**src/rtl/fifo_pkg.sv**
```systemverilog
// -----------------------------------------------------------------------------
// fifo_pkg
// Shared types and helpers for the FIFO write-side logic.
//   arb_state_t  : state encoding of the write-port arbiter
//   rr_next_idx  : round-robin search, returns the first set bit of req strictly
//                  after index 'last', wrapping circularly over n entries
// -----------------------------------------------------------------------------
package fifo_pkg;

    typedef enum logic {
        ARB_IDLE  = 1'b0,
        ARB_GRANT = 1'b1
    } arb_state_t;

    // Upper bound on the number of requesters the search helper handles.
    localparam int unsigned RR_MAX_REQ = 32'd32;

    // Scans last+1, last+2, ... (mod n) and returns the first index with req set.
    // Returns 0 when nothing is requested; callers qualify with |req.
    function automatic int unsigned rr_next_idx(
        input logic [RR_MAX_REQ-1:0] req,
        input int unsigned           last,
        input int unsigned           n
    );
        int unsigned idx;
        int unsigned cand;
        logic        found;
        idx   = 32'd0;
        found = 1'b0;
        for (int unsigned k = 32'd1; k <= RR_MAX_REQ; k++) begin
            cand = last + k;
            if (cand >= n) begin
                cand = cand - n;
            end else begin
                cand = cand;
            end
            if ((k <= n) && !found && req[cand[4:0]]) begin
                idx   = cand;
                found = 1'b1;
            end else begin
                idx   = idx;
                found = found;
            end
        end
        return idx;
    endfunction

endpackage

```
**src/rtl/fifo_wr_arbiter_rr_pick.sv**
```systemverilog
// -----------------------------------------------------------------------------
// rr_pick
// Combinational round-robin picker.
//   req  : request vector, one bit per requester
//   last : index of the previous winner; the search starts just after it
//   idx  : winning index (meaningful only when any=1)
//   any  : at least one request present
// -----------------------------------------------------------------------------
module rr_pick
    import fifo_pkg::*;
#(
    parameter int NUM_REQ = 4,
    parameter int IDX_W   = $clog2(NUM_REQ)
) (
    input  logic [NUM_REQ-1:0] req,
    input  logic [IDX_W-1:0]   last,
    output logic [IDX_W-1:0]   idx,
    output logic               any
);

    logic [RR_MAX_REQ-1:0] req_ext_s;

    // Widen the request vector to the helper's fixed width and run the search.
    always_comb begin
        req_ext_s                = '0;
        req_ext_s[NUM_REQ-1:0]   = req;
        idx = IDX_W'(rr_next_idx(req_ext_s, 32'(last), 32'(NUM_REQ)));
        any = |req;
    end

endmodule

```
**src/rtl/fifo_wr_arbiter.sv**
```systemverilog
// -----------------------------------------------------------------------------
// fifo_wr_arbiter
// Shares the FIFO write port between NUM_REQ requesters in the wclk domain.
// Round-robin grants, at most MAX_BURST words per grant, one idle bubble
// between grants. wfull stalls the current grant without ending it.
//   wclk, wrst_n : write clock, asynchronous active-low reset
//   req_valid    : per-requester word available
//   req_data     : packed words, word i at [i*DATA_WIDTH +: DATA_WIDTH]
//   req_ready    : one-hot or zero; word i taken when valid[i] && ready[i]
//   wfull        : FIFO full, backpressure
//   winc         : write strobe to memory enable and write pointer
//   wdata        : write word to memory
//   grant_id     : currently (or most recently) granted requester
//   busy         : a grant is active
// -----------------------------------------------------------------------------
module fifo_wr_arbiter
    import fifo_pkg::*;
#(
    parameter int DATA_WIDTH = 8,
    parameter int NUM_REQ    = 4,
    parameter int MAX_BURST  = 4
) (
    input  logic                          wclk,
    input  logic                          wrst_n,
    input  logic [NUM_REQ-1:0]            req_valid,
    input  logic [NUM_REQ*DATA_WIDTH-1:0] req_data,
    output logic [NUM_REQ-1:0]            req_ready,
    input  logic                          wfull,
    output logic                          winc,
    output logic [DATA_WIDTH-1:0]         wdata,
    output logic [$clog2(NUM_REQ)-1:0]    grant_id,
    output logic                          busy
);

    localparam int IDX_W = $clog2(NUM_REQ);
    localparam int CNT_W = $clog2(MAX_BURST + 1);

    localparam logic [CNT_W-1:0] BURST_LAST = CNT_W'(MAX_BURST - 1);
    localparam logic [IDX_W-1:0] LAST_RST   = IDX_W'(NUM_REQ - 1);

    arb_state_t              state_r;
    arb_state_t              state_nxt_s;
    logic [IDX_W-1:0]        grant_id_r;
    logic [IDX_W-1:0]        grant_id_nxt_s;
    logic [CNT_W-1:0]        burst_cnt_r;
    logic [CNT_W-1:0]        burst_cnt_nxt_s;
    logic [IDX_W-1:0]        last_winner_r;
    logic [IDX_W-1:0]        last_winner_nxt_s;

    logic [IDX_W-1:0]        pick_idx_s;
    logic                    pick_any_s;
    logic                    sel_valid_s;
    logic [DATA_WIDTH-1:0]   sel_data_s;
    logic                    xfer_s;
    logic                    leave_s;

    rr_pick #(
        .NUM_REQ (NUM_REQ),
        .IDX_W   (IDX_W)
    ) u_rr_pick (
        .req  (req_valid),
        .last (last_winner_r),
        .idx  (pick_idx_s),
        .any  (pick_any_s)
    );

    // Select the granted requester's valid and word.
    always_comb begin
        sel_valid_s = req_valid[grant_id_r];
        sel_data_s  = req_data[grant_id_r*DATA_WIDTH +: DATA_WIDTH];
    end

    // Output decode: everything here depends only on registered state and wfull
    // (plus the granted valid), so a full FIFO can never see a write strobe.
    always_comb begin
        req_ready = '0;
        winc      = 1'b0;
        wdata     = '0;
        busy      = 1'b0;
        xfer_s    = 1'b0;
        leave_s   = 1'b0;
        case (state_r)
            ARB_GRANT: begin
                busy                  = 1'b1;
                req_ready[grant_id_r] = !wfull;
                xfer_s                = sel_valid_s && !wfull;
                winc                  = xfer_s;
                wdata                 = sel_data_s;
                // Burst exhausted, or the requester went away while the FIFO could
                // have accepted; under wfull the grant is simply held.
                leave_s = (xfer_s && (burst_cnt_r == BURST_LAST)) ||
                          (!sel_valid_s && !wfull);
            end
            ARB_IDLE: begin
                busy = 1'b0;
            end
            default: begin
                busy = 1'b0;
            end
        endcase
    end

    // Next-state logic for the FSM, grant index, burst counter and last winner.
    always_comb begin
        state_nxt_s       = state_r;
        grant_id_nxt_s    = grant_id_r;
        burst_cnt_nxt_s   = burst_cnt_r;
        last_winner_nxt_s = last_winner_r;
        case (state_r)
            ARB_IDLE: begin
                if (pick_any_s) begin
                    state_nxt_s     = ARB_GRANT;
                    grant_id_nxt_s  = pick_idx_s;
                    burst_cnt_nxt_s = '0;
                end else begin
                    state_nxt_s     = ARB_IDLE;
                end
            end
            ARB_GRANT: begin
                burst_cnt_nxt_s = xfer_s ? (burst_cnt_r + CNT_W'(1)) : burst_cnt_r;
                if (leave_s) begin
                    state_nxt_s       = ARB_IDLE;
                    last_winner_nxt_s = grant_id_r;
                end else begin
                    state_nxt_s       = ARB_GRANT;
                end
            end
            default: begin
                state_nxt_s = ARB_IDLE;
            end
        endcase
    end

    // State registers; last_winner resets to the top index so requester 0 wins first.
    always_ff @(posedge wclk or negedge wrst_n) begin
        if (!wrst_n) begin
            state_r       <= ARB_IDLE;
            grant_id_r    <= '0;
            burst_cnt_r   <= '0;
            last_winner_r <= LAST_RST;
        end else begin
            state_r       <= state_nxt_s;
            grant_id_r    <= grant_id_nxt_s;
            burst_cnt_r   <= burst_cnt_nxt_s;
            last_winner_r <= last_winner_nxt_s;
        end
    end

    assign grant_id = grant_id_r;

endmodule

```
**config.mk**
```make
export PLATFORM = sky130hd
export DESIGN_NAME = fifo_wr_arbiter
export DESIGN_NICKNAME = d
export VERILOG_FILES = /design/src/rtl/fifo_pkg.sv /design/src/rtl/fifo_wr_arbiter_rr_pick.sv /design/src/rtl/fifo_wr_arbiter.sv
export SDC_FILE = /design/constraint.sdc
export NUM_CORES = 1
export LEC_CHECK = 0
export BUFFER_PORTS_ARGS = -buffer_cell sky130_fd_sc_hd__buf_2
export CORE_MARGIN = 2
export CORE_UTILIZATION = 39
export CTS_BUF_LIST = sky130_fd_sc_hd__clkbuf_16
export DETAILED_ROUTE_END_ITERATION = 10
export PLACE_DENSITY = 0.69
export SYNTH_ARGS = -nofsm -noshare
export SYNTH_HDL_FRONTEND = slang
export SYNTH_SLANG_ARGS = --single-unit
```
**constraint.sdc**
```tcl
create_clock -name wclk -period 2.7 [get_ports wclk]
set_clock_uncertainty 0.15 [all_clocks]
set_input_delay 0 -clock wclk [delete_from_list [all_inputs] [get_ports wclk]]
set_output_delay 0 -clock wclk [all_outputs]
set_load 0.01 [all_outputs]
```
Yosys cells after proc, flatten, opt, wreduce, memory -nomap -nowiden. Index checks and enable logic that the tools add are counted.

$lt $le $gt $ge: 10. Div/mod/pow operators: 0. Equality and inequality tests: 3. Muxes and demuxes: 34. Multipliers: 0. Bitwise logic cells: 2. Shifts and indexed selects: 1. $add $sub $neg: 9. Reductions and logical operators: 17.

Operators by type and width (number): greater-or-equal comparator 32 x 3 -> 1 bit (second input constant) (4); variable part select 32 x 6 -> 8 bit (1); less-than comparator 5 x 6 -> 1 bit (second input constant) (4); binary-select mux 1 bit (select 5 bit) (4); 2-to-1 mux 5 bit (4); 2-to-1 mux 1 bit (13); subtractor 3 x 3 -> 4 bit (second input constant) (3); 2-to-1 mux 2 bit (4); 2-to-1 mux 8 bit (1); logical AND 1 bit (7); adder 2 x 2 -> 3 bit (second input constant) (2); 2-to-1 mux 3 bit (2); one-hot mux 3 bit (2 select lines) (1); AND reduction 2 bit (3); logical NOT 1 bit (5); subtractor 4 x 3 -> 5 bit (second input constant) (1); adder 2 x 3 -> 4 bit (second input constant) (1); bitwise AND 4 bit (1); 2-to-1 mux 4 bit (1); one-hot mux 1 bit (2 select lines) (2); OR reduction 4 bit (1); adder 2 x 1 -> 3 bit (second input constant) (1); adder 3 x 1 -> 3 bit (second input constant) (1); == test 3 x 2 -> 1 bit (second input constant) (1); other kinds (8) (8).

Bits of input ports: 39. Latch bits: 0. Memories: 0. Bits in writable memories: 0. Register bits after elaboration: 8. Logic and storage cells: 80. Bits in read-only memories: 0.

Logic depth before layout (Yosys ltp).
Word-level depth: 15. Gate-level depth with buffers: 9. Depth with buffers taken out: 7.

Cells and area by module. From an unflattened synthesis, not the netlist that was laid out.

Cells, all modules: 104. Area total of the unflattened synthesis: 1054.8 µm².

By module, submodules not included: fifo_wr_arbiter (cells an instance 65, area an instance 708.2 µm², instances 1, sequential area each 202.7 µm²); rr_pick (cells an instance 39, area an instance 346.6 µm², instances 1, sequential area each 0.0 µm²).

Worst setup path after synthesis. Ideal clock, no wire load.

Path type: flip-flop to flip-flop. Start point: register last_winner_r[0]. End point: register grant_id_r[1] (netlist: grant_id[1]). Stages on the path, launching flop included: 10. Slack: 0.308 ns. Buffers on the path: 2. Period minus slack after synthesis: 2.392 ns. Data required time: 2.455 ns. Arrival time: 2.147 ns. Cell sequence: dfstp_2 -> buf_6 -> inv_1 -> ha_1 -> buf_6 -> mux2_4 -> a2bb2oi_2 -> mux2i_1 -> nor3b_1 -> o31ai_1.

Cells in the longest elaborated chain, start to end: 15. Elaborated cells between the ends (all ways): 37. Those cells by class: add/sub (8); order compare (4); mux (19); reduce/logical (6).

Ends and longest elaborated chain: start, declared (line fifo_wr_arbiter.sv:47) `logic [IDX_W-1:0] last_winner_r;`; start signal, assigned (line fifo_wr_arbiter.sv:145) `last_winner_r <= last_winner_nxt_s;`; adder 2 x 1 -> 3 bit (line fifo_pkg.sv:31) `cand = last + k;`; greater-or-equal comparator 32 x 3 -> 1 bit or subtractor 3 x 3 -> 4 bit (tied branches) (line fifo_pkg.sv:32, fifo_pkg.sv:33); 2-to-1 mux 5 bit (line fifo_pkg.sv:32) `if (cand >= n) begin`; binary-select mux 1 bit (select 5 bit) (line fifo_pkg.sv:37) `if ((k <= n) && !found && req[cand[4:0]]) begin`; 2-to-1 mux 1 bit (implied by the code) (line fifo_pkg.sv:37); 2-to-1 mux 1 bit (line fifo_pkg.sv:37); logical NOT 1 bit (line fifo_pkg.sv:37); logical AND 1 bit (line fifo_pkg.sv:37); 2-to-1 mux 1 bit (line fifo_pkg.sv:37); logical NOT 1 bit (line fifo_pkg.sv:37); logical AND 1 bit (line fifo_pkg.sv:37); 2-to-1 mux 1 bit (line fifo_pkg.sv:37); logical NOT 1 bit (line fifo_pkg.sv:37); logical AND 1 bit (line fifo_pkg.sv:37); 2-to-1 mux 2 bit * (line fifo_pkg.sv:37); end signal, assigned (line fifo_wr_arbiter.sv:143) `grant_id_r <= grant_id_nxt_s;`; end, declared (line fifo_wr_arbiter.sv:43) `logic [IDX_W-1:0] grant_id_r;`.

Mark *: on every way between the ends. The rest lies on a longest branch, timed or not. The select of a mux whose other input is x is not followed. A chain may end at the register's enable or synchronous reset.

Final worst setup path.
Start point: register last_winner_r[1]. End point: register grant_id_r[1] (netlist: grant_id[1]).

Same word-level chain as after synthesis.

==> results.py <==
metrics = {
    "setup_path": {
        "reg2reg_to": "grant_id[1]",
        "worstPathRequired_ns": 2.69,
        "slowest_stage": "sky130_fd_sc_hd__dfstp_2",
        "path_cells": "inv_1 > ha_1 > mux2_4 > a2bb2oi_2 > mux2i_1 > nor3b_1 > o31ai_1",
        "worst-path-max-fanout": 6,
        "r2r_start": "last_winner_r[1]",
        "startpoint_type": "register",
        "worst-r2r-setup-slack_ns": 0.26,
        "reg2regPathDepth": 7,
        "worst_path_dominant_cell_family": "flip-flops",
        "criticalPathCategory": "reg2reg",
        "worst-path-buf-inv": 1,
        "cp-startpoint": "last_winner_r[1]",
        "cp-end-kind": "register",
        "slowest_delay_ns": 0.57,
        "worst-endpoint-arrival_ns": 2.44,
    },
    "timing": {
        "max_clock_freq_ghz": 0.409,
        "max_slew_headroom_pct": 55.1,
        "hold-worst-slack_ns": -0.00710,
        "worst-slew-pin-transition_ns": 0.673,
        "finalCriticalPeriod_ns": 2.44,
        "setup_viol": 0,
        "report.final.hold_viol_count": 4,
        "setup_total_negative_slack_ns": 0,
        "fin_crit_share_pct": 90.5,
        "setup_repair_after_global_routing_missed_its_margin": "false",
        "post-route-worst-setup-slack_ns": 0.256,
        "slew_viol_final": 0,
    },
    "final_layout": {
        "post_layout_nonfiller_instances": 184,
        "final_common_cell": "sky130_fd_sc_hd__buf_2",
        "final_area_mm2": 0.00137,
        "ant_cells": 0,
        "most-common-layout-cells": "sky130_fd_sc_hd__buf_2, sky130_fd_sc_hd__mux4_2, sky130_fd_sc_hd__inv_1, sky130_fd_sc_hd__nand2_1, sky130_fd_sc_hd__and2_1",
        "final_layout_size_suffix_gt1_share_pct": 51.3,
        "area_growth_syn_to_layout_pct": 35.4,
        "finalNetCount": 201,
    },
    "clocking": {
        "clock_latency_ns": 0.23,
        "cts-buffers-inserted": 3,
        "cts_buffer_depth": 2,
        "clock-root-buffer": "sky130_fd_sc_hd__clkbuf_16",
        "clkSinkCount": 8,
        "h-tree-depth": 1,
        "cts.reportedPaths.clkPinSlew_ns": 0.04,
        "tritoncts": "done",
    },
    "global_routing": {
        "globalRouteOverflowTotal": 0,
        "grt_antenna_before_repair": 0,
        "grt_usage_pct": 16.2,
        "grt_max_degree": 17,
        "global_route_wire_length_before_repair_mm": 3.55,
        "first_global_vias": 878,
    },
    "floorplanning": {
        "floorplan.die_area_mm2": 0.00302,
        "die-width_um": 54.9,
        "die_boundary_height_um": 54.9,
        "rows": 18,
        "pin_count": 55,
        "core_region_area_mm2": 0.00248,
        "initial_core_util_pct": 40.8,
    },
    "synth": {
        "synth_cell_type_count": 35,
        "mappedNetlistArea_mm2": 0.00101,
        "yosysWarnings": 0,
        "post_syn_nets": 148,
        "synth_flop_cell": "sky130_fd_sc_hd__dfrtp_1",
        "postSynth.asyncResetShare_pct": 100,
        "avgSynthCellArea_um2": 9.91,
        "synthesized_instance_count": 102,
        "synth-edff-count": 0,
        "ys_seq_area_share_pct": 20.0,
        "postSynthRegisterBits": 8,
    },
    "run_status": {
        "status": "complete, but fails checks",
        "violations_in_the_final_reports": "negative hold slack",
    },
    "flow_run": {
        "number_of_maximum_capacitance_violations": 0,
    },
    "placement": {
        "place.gp.congestion": 0.860,
        "place_ws_ns": 0.250,
        "numPlacedInstances": 179,
        "detailedPlacementHpwl_mm": 2.07,
        "port-buffer-count": 54,
        "dpl_cell_area_mm2": 0.00128,
    },
    "route": {
        "avgRoutedWirePerCell_um": 14.1,
        "detail_route.drc_violations": 0,
        "drt.antenna.violating_nets": 0,
        "wl_mm": 2.59,
        "number_of_violations_reported_at_the_end_of_detailed_routing_iteration_0": 8,
        "drt-pass1-iter-count": 4,
        "route.vias.total": 988,
        "avgViaCountPerCell": 5.37,
    },
    "min_path": {
        "hold_path.class": "in2async",
    },
    "power_and_ir_drop": {
        "worst_ir_drop_vdd_mv": 0.742,
        "power_leakage_nw": 0.669,
        "powerDensity_mw_per_mm2": 1070,
    },
}
==> state kept, by name (all words and copies together), names as in the netlist <==
register / count
burst_cnt_r: 3
grant_id: 2
last_winner_r: 2
state_r: 1
==> what timing repair did <==
action / in CTS / in global routing
gates resized for setup: 0 / 1
endpoints found under the setup margin: 0 / 1
hold buffers: 1 / 0
endpoints found under the hold margin: 8 / 0
buffers inserted: 0 / 0
==> layout make-up <==
type	count	area [um^2]
multi-input combinational	79	736
clock inverter	1	3.75
clock buffer	3	75.1
tap	30	37.5
timing repair buffer	56	288
inverter	7	26.3
sequential	8	203
fill	210	1110
==> kinds of logic after synthesis <==
group | after synthesis | synth area share [%]
and+or+nand+nor | 34 | 17.8
AOI/OAI and AO/OA | 19 | 13.7
muxes | 19 | 32.2
buffers and inverters | 15 | 7.55
DFF | 8 | 20.0
adders and majority gates | 7 | 8.66
==> power breakdown <==
part           total [mW]  internal [mW]  switching (mW)
combinational       0.903          0.492           0.411
clock               0.253          0.193          0.0600
sequential          0.302          0.180           0.122
total                1.46          0.865           0.593
==> per-stage QoR <==
stage	total power [mW]	util, %
floorplan	1.01	-
global placement	1.17	51.5
detailed placement	1.20	51.5
CTS	1.46	55.1
global route	1.59	55.3
finish	1.46	55.3
==> worst max path at each step <==
| stage | cells after the start | slack, ns | end |
|---|---|---|---|
| final | 7 | 0.26 | grant_id[1] |
| after global routing | 7 | 0.05 | grant_id[1] |
| after CTS | 7 | 0.24 | grant_id[1] |
| after detailed placement | 7 | 0.25 | grant_id[1] |
| after global placement | 7 | 0.35 | grant_id[1] |
| after floorplan | 9 | 0.31 | grant_id[1] |
==> per-layer routing <==
layer | part of all wire (%) | vias up | track usage (%)
met2 | 50 | 47 | 32.5
met4 | 0 | 0 | 2.44
li1 | - | 482 | -
met3 | 9.5 | 0 | 3.49
met5 | 0 | - | 0
met1 | 40 | 459 | 17.4
==> cells in the mapped netlist, types with 2 or more instances <==
library cell               instances  share of area [%]
sky130_fd_sc_hd__and2_1            8                5.0
sky130_fd_sc_hd__dfstp_2           2                5.2
sky130_fd_sc_hd__ha_1              7                8.7
sky130_fd_sc_hd__nand2_1           8                3.0
sky130_fd_sc_hd__nor3b_1           2                1.5
sky130_fd_sc_hd__mux2i_1           4                4.0
sky130_fd_sc_hd__nor2_1            3                1.1
sky130_fd_sc_hd__mux2_2            4                4.5
sky130_fd_sc_hd__o22ai_1           2                1.2
sky130_fd_sc_hd__a32oi_1           3                2.6
sky130_fd_sc_hd__nor3_1            2               0.99
sky130_fd_sc_hd__nand2b_1          2                1.2
sky130_fd_sc_hd__inv_1             7                2.6
sky130_fd_sc_hd__buf_6             2                2.2
sky130_fd_sc_hd__buf_2             4                2.0
sky130_fd_sc_hd__mux4_2           10                 22
sky130_fd_sc_hd__o31ai_1           2                1.5
sky130_fd_sc_hd__o21ai_0           4                2.0
sky130_fd_sc_hd__nand3_1           4                2.0
sky130_fd_sc_hd__dfrtp_1           6                 15
sky130_fd_sc_hd__a21oi_1           2               0.99
Note: power is estimated with default switching activity, not from simulation.
